--- config.mk ---
export PLATFORM = sky130hd
export DESIGN_NAME = ucode_sequencer
export DESIGN_NICKNAME = d
export VERILOG_FILES = /design/src/rtl/ucode_sequencer.sv
export SDC_FILE = /design/constraint.sdc
export NUM_CORES = 1
export LEC_CHECK = 0
export ABC_AREA = 1
export CAP_MARGIN = 10
export CORE_MARGIN = 3
export CORE_UTILIZATION = 38
export DETAILED_ROUTE_END_ITERATION = 16
export HOLD_SLACK_MARGIN = 0.03
export PLACE_DENSITY = 0.91
export SETUP_SLACK_MARGIN = 0.05
export SKIP_LAST_GASP = 1
export SLEW_MARGIN = 20
export SYNTH_ARGS = -nofsm -noshare
export SYNTH_HDL_FRONTEND = slang
export SYNTH_SLANG_ARGS = --single-unit
--- constraint.sdc ---
create_clock -name clk -period 3.7 [get_ports clk]
set_input_delay 0.74 -clock clk [delete_from_list [all_inputs] [get_ports clk]]
set_output_delay 0.74 -clock clk [all_outputs]
set_load 0.01 [all_outputs]
--- src/rtl/ucode_sequencer.sv ---
// ucode_sequencer: per-opcode micro-step walker with stall, conditional exit, HALT/wake and IRQ dispatch
//
// Ports:
//   clk, rst                      core clock, asynchronous active-high reset
//   seq_table                     MAX_STEPS packed STATE_W step codes, entry 0 in the LSBs
//   last_idx                      final step of the current op (clamped to MAX_STEPS-1)
//   cond_en, cond_exit_idx,
//   cond_fail                     conditional early exit of branch-type ops
//   stall                         memory wait state, freezes RUN and IRQ sequencing
//   ime, irq_pending              interrupt master enable and request
//   cur_state, cur_idx            active micro-step code and index
//   step_valid, fetch             act on cur_state / load IR and bump PC
//   irq_mode, irq_step, irq_ack   interrupt dispatch status
//   halted                        core in HALT
//   instr_count, stall_count      performance counters, present only with UCODE_PERF_CNT_EN
//
// Build option: define UCODE_PERF_CNT_EN to synthesise the performance counters;
// otherwise both counter ports read 0.
module ucode_sequencer #(
    parameter int                 MAX_STEPS  = 8,
    parameter int                 STATE_W    = 5,
    parameter logic [STATE_W-1:0] HALT_STATE = 'h1E,
    parameter int                 IRQ_CYCLES = 5,
    localparam int                IDX_W      = $clog2(MAX_STEPS)
) (
    input  logic                         clk,
    input  logic                         rst,
    input  logic [MAX_STEPS*STATE_W-1:0] seq_table,
    input  logic [IDX_W-1:0]             last_idx,
    input  logic                         cond_en,
    input  logic [IDX_W-1:0]             cond_exit_idx,
    input  logic                         cond_fail,
    input  logic                         stall,
    input  logic                         ime,
    input  logic                         irq_pending,
    output logic [STATE_W-1:0]           cur_state,
    output logic [IDX_W-1:0]             cur_idx,
    output logic                         step_valid,
    output logic                         fetch,
    output logic                         irq_mode,
    output logic [2:0]                   irq_step,
    output logic                         irq_ack,
    output logic                         halted,
    output logic [31:0]                  instr_count,
    output logic [15:0]                  stall_count
);
    localparam logic [IDX_W-1:0] IDX_MAX  = IDX_W'(MAX_STEPS - 1);
    localparam logic [2:0]       IRQ_LAST = 3'(IRQ_CYCLES - 1);

    typedef enum logic [1:0] {RUN, HALTED, IRQ} state_t;
    state_t st;

    logic [STATE_W-1:0] tbl [MAX_STEPS];
    logic [IDX_W-1:0]   last_eff;
    logic               irq_req, end_op, halt_hit, irq_last;

    for (genvar g = 0; g < MAX_STEPS; g++) begin : g_tbl
        assign tbl[g] = seq_table[g*STATE_W +: STATE_W];
    end

    // Outputs are combinational on the registered state so stall and
    // condition inputs act in the same cycle; rst masks the strobes.
    assign last_eff   = (last_idx > IDX_MAX) ? IDX_MAX : last_idx;
    assign irq_req    = ime && irq_pending;
    assign cur_state  = (st == RUN) ? tbl[cur_idx] : '0;
    assign step_valid = !rst && st != HALTED && !stall;
    assign end_op     = step_valid && st == RUN &&
                        (cur_idx >= last_eff || (cond_en && cond_fail && cur_idx == cond_exit_idx));
    assign halt_hit   = step_valid && st == RUN && cur_state == HALT_STATE;
    assign irq_last   = step_valid && st == IRQ && irq_step == IRQ_LAST;
    assign irq_ack    = irq_last;
    // HALT outranks end_op, so a HALT step on the last index never fetches.
    assign fetch      = (end_op && !halt_hit && !irq_req) || irq_last ||
                        (!rst && st == HALTED && irq_pending && !ime);
    assign halted     = st == HALTED;
    assign irq_mode   = st == IRQ;

    always_ff @(posedge clk or posedge rst) begin
        if (rst) begin
            st       <= RUN;
            cur_idx  <= '0;
            irq_step <= '0;
        end else begin
            case (st)
                RUN: begin
                    if (halt_hit) begin
                        st      <= HALTED;
                        cur_idx <= '0;
                    end else if (end_op) begin
                        cur_idx  <= '0;
                        irq_step <= '0;
                        if (irq_req) st <= IRQ;
                    end else if (step_valid) begin
                        cur_idx <= cur_idx + 1'b1;
                    end
                end
                HALTED: begin
                    if (irq_pending) begin
                        st       <= ime ? IRQ : RUN;
                        cur_idx  <= '0;
                        irq_step <= '0;
                    end
                end
                IRQ: begin
                    if (irq_last) begin
                        st       <= RUN;
                        cur_idx  <= '0;
                        irq_step <= '0;
                    end else if (step_valid) begin
                        irq_step <= irq_step + 1'b1;
                    end
                end
                default: st <= RUN;
            endcase
        end
    end

`ifdef UCODE_PERF_CNT_EN
    logic [31:0] ic;
    logic [15:0] sc;

    always_ff @(posedge clk or posedge rst) begin
        if (rst) begin
            ic <= '0;
            sc <= '0;
        end else begin
            if (fetch) ic <= ic + 1'b1;
            // HALTED ignores stall, so only RUN/IRQ wait states are counted.
            if (stall && st != HALTED && sc != 16'hFFFF) sc <= sc + 1'b1;
        end
    end

    assign instr_count = ic;
    assign stall_count = sc;
`else
    assign instr_count = '0;
    assign stall_count = '0;
`endif
endmodule

==> flow_summary.toml, run 1 <==
[outcome]
outcome = "finished, final reports clean"

[placement]
port_buffers = 68
hpwlAfterDp_mm = 3.47
globalplace.congestion = 0.867
dpl.cell_count = 378

[clock_network]
numCtsBuffers = 3
post_cts_buffers = 0
clock_path_buffers = 2
clk_pin_slew_ns = 0.04
root_buffer = "clkbuf_8"
holdBufCountCts = 0
h-tree-depth = 1
clkLatencyLatePin_ns = 0.23
cts_resized = 0
cts_num_sinks = 8
cts_tree = "done"

[setup_path]
worstSetupEndpoint = "fetch"
cp-end-kind = "output port"
rr_endpoint = "st[1]"
crit_path_max_fanout = 5
cp-startpoint = "seq_table[24]"
arrival_ns = 2.61
reg2regPathDepth = 13
start_kind = "primary input"
reg2reg_from = "cur_idx[1]"
critPathRequiredTime_ns = 2.96
r2r_setup_slack_ns = 1.72
worstSetupPathType = "in2out"

[logic_synthesis]
synthesis.area_mm2 = 0.00159
synth_cell_types = 23
yosysSeqAreaShare_pct = 12.6
yosysTopAreaCellShare_pct = 23.1
syn-instance-count = 268
ys_warn_count = 0
synthTopCellsByArea = "buf_4, nand2_1, dfrtp_1, inv_1, nand3_1"
yosys.area.top_type = "buf_4"
ys_ff_latch = 8
avgSynthCellArea_um2 = 5.94

[global_route]
grt_pass1_wl_mm = 6.60
antenna_found_initial = 0
grt_max_degree = 25
grt_pass1_vias = 1503
track_usage_pct = 15.9
grt.overflow.total = 0

[power]
swShare_pct = 49.9
leakagePower_uw = 0.00123
intPower_uw = 574
power_frac_clock_pct = 9.3
p_seq_share_pct = 13.7
vdd_ir_drop_max_v = 0.000246
powerDensity_mw_per_mm2 = 531
p_comb_share_pct = 76.9
p_switching_uw = 571

[final_layout]
syn_to_final_growth_pct = 35.5
fin_nets = 398
drive_above_1_share_pct = 3.90
antenna_cells = 0
stdcell_count = 381

[timing]
fin_crit_sh_pct = 90.5
clock_skew_ns = 0.00130
drv_slew = 0
fmax_ghz = 0.299
rsz0062_at_grt = "false"
setup_viol = 0
period_needed_ns = 3.35
tns_ns = 0
hold_slack_ns = 0.537
final-hold-violation-count = 0

[detailed_routing]
dr.first_iter.drc_count = 63
vias = 1651
ant_nets = 0
avgRoutedWirePerCell_um = 11.0
drt_first_pass_iters = 4
vias_per_cell = 4.33
drt-total-wl_mm = 4.18
post-route-drc-count = 0

[floorplanning]
initial_utilization_pct = 41.3
rows = 22
die_area_mm2 = 0.00500
die_y_um = 70.7
core_region_area_mm2 = 0.00385
pin_count = 117
die_w_um = 70.7

[flow_run]
maxCapViolations = 0

[min_path]
min_path_type = "reg2reg"
## per-stage QoR
step / worst slack [ns] / total power [µW] / cell area (µm²) / util [%]
2_1_floorplan: 1.34 / 781 / 1770 / -
3_3_place_gp: 0.337 / 1010 / 2120 / 54.9
3_5_place_dp: 0.343 / 1040 / 2120 / 54.9
4_1_cts: 0.335 / 1150 / 2160 / 56.0
5_1_grt: 0.200 / 1270 / 2160 / 56.0
6_report: 0.350 / 1140 / 2160 / 56.0
## power groups by stage
stage               clock network [µW]  logic [µW]  registers (µW)
finish                             107         881             157
detailed placement                   0         881             159
global route                       112         997             164
CTS                                109         885             157
floorplan                            0         615             166
global placement                     0         857             157
## cell families (layout without fill, tap and decap cells)
kind of cell	count (synthesis)	in the layout	share of synthesized area [%]
adders and majority gates	10	10	7.86
buffers and inverters	105	123	37.7
other	1	48	0.236
AOI/OAI and AO/OA	11	11	3.77
xor gates and xnor gates	5	5	2.75
DFF	8	8	12.6
and+or+nand+nor	128	128	35.1
## synth_stat cells (all sizes together)
cell type	n
nand2	74
buf	56
inv	48
nand3	33
nor2	15
ha	10
dfrtp	8
a21oi	4
nand4	4
o21ai	4
xnor2	4
nand3b	2
o22ai	2
a21boi	1
clkinv	1
conb	1
xor2	1
## state kept, by name (all words and copies together) (netlist names)
register and flops:
cur_idx 3, irq_step 3, st 2
## worst min-delay path by stage
stage | from | end | slack [ns] | cells after the start
floorplan | st[0] | st[0] | 0.49 | 2
global placement | st[1] | st[1] | 0.52 | 2
detailed placement | st[0] | st[0] | 0.54 | 2
CTS | st[0] | st[0] | 0.54 | 2
global route | st[1] | st[1] | 0.59 | 2
finish | st[0] | st[0] | 0.54 | 2
## cell type report
cell class / count / area, µm²
fillers: 373 / 1700
multi-input cells: 202 / 968
clock buffers: 3 / 41.3
flip-flops and latches: 8 / 200
repair buffers: 71 / 703
well taps: 48 / 60.1
inverters: 49 / 184
## critical path, stage by stage
cell	delay, ns
clkdlybuf4s50_1	0.47
nand2_1	0.05
nand2_1	0.08
nand2_1	0.05
nand3_1	0.07
nand3_1	0.10
nor2_1	0.22
nand3_2	0.17
nand4_1	0.11
nand3_1	0.06
clkdlybuf4s50_1	0.48
## metal layers
| metal | global-route usage (%) | part of all wire [%] |
|---|---|---|
| met1 | 19.2 | 38 |
| met2 | 27.8 | 52 |
| met3 | 2.98 | 7.0 |
| met4 | 5.64 | 2.9 |
| met5 | 0 | 0 |
## layout by cell type (no fill, tap or decap)
| master | count |
|---|---|
| o21ai_1 | 3 |
| xor2_1 | 1 |
| nor2_1 | 13 |
| nand3_1 | 30 |
| xnor2_1 | 4 |
| clkinv_1 | 1 |
| nand3_2 | 3 |
| inv_2 | 2 |
| conb_1 | 48 |
| dfrtp_1 | 8 |
| a21boi_0 | 1 |
| clkdlybuf4s50_1 | 68 |
| nand2_1 | 74 |
| buf_4 | 3 |
| o22ai_1 | 2 |
| nand3b_1 | 2 |
| ha_1 | 10 |
| inv_1 | 46 |
| nand4_1 | 4 |
| nor2_2 | 2 |
| clkbuf_8 | 3 |
| o21ai_0 | 1 |
| a21oi_1 | 4 |
Power figures use the tool's default switching activity.
==> run 2: changes to the inputs <==
--- a/config.mk
+++ b/config.mk
@@ -10,6 +10,7 @@
 export CORE_MARGIN = 3
 export CORE_UTILIZATION = 38
 export DETAILED_ROUTE_END_ITERATION = 16
+export GPL_TIMING_DRIVEN = 0
 export HOLD_SLACK_MARGIN = 0.03
 export PLACE_DENSITY = 0.91
 export SETUP_SLACK_MARGIN = 0.05
==> run 2 against run 1 <==
  * Worst hold slack better by 0.033 ns
  * Sequential cell count stayed put
  * Power rose by 8.6%
  * Sequential power increased by 7%
  * Clock-buffer cell count unchanged
  * Maximum frequency shrank 4.6%
  * Via count up 9.6%
  * Global-route usage is 2.5 points higher
  * Clock skew is 0.0018 ns higher
  * Worst setup slack got worse by 0.16 ns
  * Critical path depth down 3
  * Sequential share of layout area down 1.4 points
  * Critical path type unchanged
  * Critical endpoint unchanged
==> flow_summary.toml, run 2 (same netlist as run 1, synthesis figures left out) <==
[outcome]
outcome = "finished, final reports clean"

[clock_network]
numCtsBuffers = 3
root_buffer = "clkbuf_8"
clk_pin_slew_ns = 0.04
cts_resized = 0
post_cts_buffers = 0
cts_num_sinks = 8
clkLatencyLatePin_ns = 0.23
clock_path_buffers = 2
h-tree-depth = 1
cts_tree = "done"
holdBufCountCts = 0

[setup_path]
start_kind = "primary input"
arrival_ns = 2.77
worstSetupPathType = "in2out"
cp-startpoint = "rst"
reg2reg_from = "cur_idx[0]"
cp-end-kind = "output port"
critPathRequiredTime_ns = 2.96
rr_endpoint = "irq_step[1]"
crit_path_max_fanout = 9
r2r_setup_slack_ns = 1.57
worstSetupEndpoint = "fetch"
reg2regPathDepth = 12

[timing]
fmax_ghz = 0.285
final-hold-violation-count = 0
fin_crit_sh_pct = 94.9
period_needed_ns = 3.51
rsz0062_at_grt = "false"
tns_ns = 0
drv_slew = 0
setup_viol = 0
clock_skew_ns = 0.00313
fin_ws_ns = 0.189

[detailed_routing]
ant_nets = 0
avgRoutedWirePerCell_um = 11.0
drt_first_pass_iters = 4
post-route-drc-count = 0
vias = 1809
drt-total-wl_mm = 4.77
dr.first_iter.drc_count = 124
vias_per_cell = 4.17

[final_layout]
post-route-cell-area_mm2 = 0.00255
final_cell_mix = "nand2_1, clkdlybuf4s50_1, buf_4, conb_1, inv_1"
largestRegisters = "cur_idx: 3 flops, irq_step: 3 flops, st: 2 flops"
drive_above_1_share_pct = 17.4
multi_input_area_um2 = 968
fin_nets = 451
syn_to_final_growth_pct = 60.5
n_fill_cell = 349
regArea_um2 = 200
antenna_cells = 0
final_common_cell = "nand2_1"

[floorplanning]
initial_utilization_pct = 41.3
die_w_um = 70.7
die_area_mm2 = 0.00500
rows = 22
pin_count = 117
core_region_area_mm2 = 0.00385
die_y_um = 70.7

[flow_run]
maxCapViolations = 0

[min_path]
min_path_type = "reg2reg"
hp-start = "irq_step[0]"

[power]
leakagePower_uw = 0.00151
vdd_ir_drop_max_v = 0.000325
powerDensity_mw_per_mm2 = 487

[global_route]
grt.overflow.total = 0
track_usage_pct = 18.3
grt_max_degree = 11
grt_pass1_wl_mm = 7.46
antenna_found_initial = 0
grt_pass1_vias = 1620

[placement]
pre_cts_ws_ns = 0.179
hpwlAfterDp_mm = 3.98
globalplace.congestion = 0.848
dpl_cell_area_mm2 = 0.00251
port_buffers = 68
-- run 2: cell count changes in the layout (fill, tap and decap cells not counted), sizes merged --
cell      previous run  this run
inv                 48        47
clkinvlp             0         1
buf                  3        56
-- run 2: layer usage --
layer / part of all wire, % / wire length (µm) / track usage [%]
met4: 2.6 / 123 / 9.39
met3: 7.2 / 346 / 3.69
met1: 37 / 1770 / 19.9
met2: 53 / 2530 / 33.4
met5: 0 / 0 / 0
-- run 2: layout make-up --
type                    instances  area share, %
plain buffers                  56           16.3
inverters                      49           7.35
repair buffers                 68           26.7
flip-flops and latches          8           7.84
clock buffers                   3           1.62
well taps                      48           2.35
multi-input cells             202           37.9
-- run 2: worst min-delay path by stage --
| stage | end | slack [ns] | cells past startpoint |
|---|---|---|---|
| after floorplan | st[0] | 0.49 | 2 |
| after global placement | irq_step[1] | 0.53 | 2 |
| after detailed placement | st[1] | 0.55 | 2 |
| after CTS | st[1] | 0.56 | 2 |
| after global routing | st[0] | 0.61 | 2 |
| final | irq_step[0] | 0.57 | 2 |
-- run 2: where the power goes --
part | leakage (µW) | total [µW] | internal, µW | switching, µW
Clock | 0.0000216 | 107 | 70.7 | 36.0
Combinational | 0.00138 | 968 | 445 | 523
Sequential | 0.000105 | 168 | 120 | 47.6
-- run 2: critical path, cell delays in order --
cell and delay, ns:
clkdlybuf4s50_1 0.54, clkinvlp_4 0.25, nand2_1 0.26, nor2_1 0.11
nand3_2 0.15, nand4_1 0.10, nand3_1 0.08, clkdlybuf4s50_1 0.55
-- run 2: stage by stage --
stage	util [%]	hold WS (ns)	instances	total power, µW
after global placement	65.1	0.530	431	1100
after detailed placement	65.1	0.554	431	1130
final	66.3	0.570	434	1240
after floorplan	-	0.494	315	781
after global routing	66.3	0.611	434	1370
after CTS	66.2	0.564	434	1240
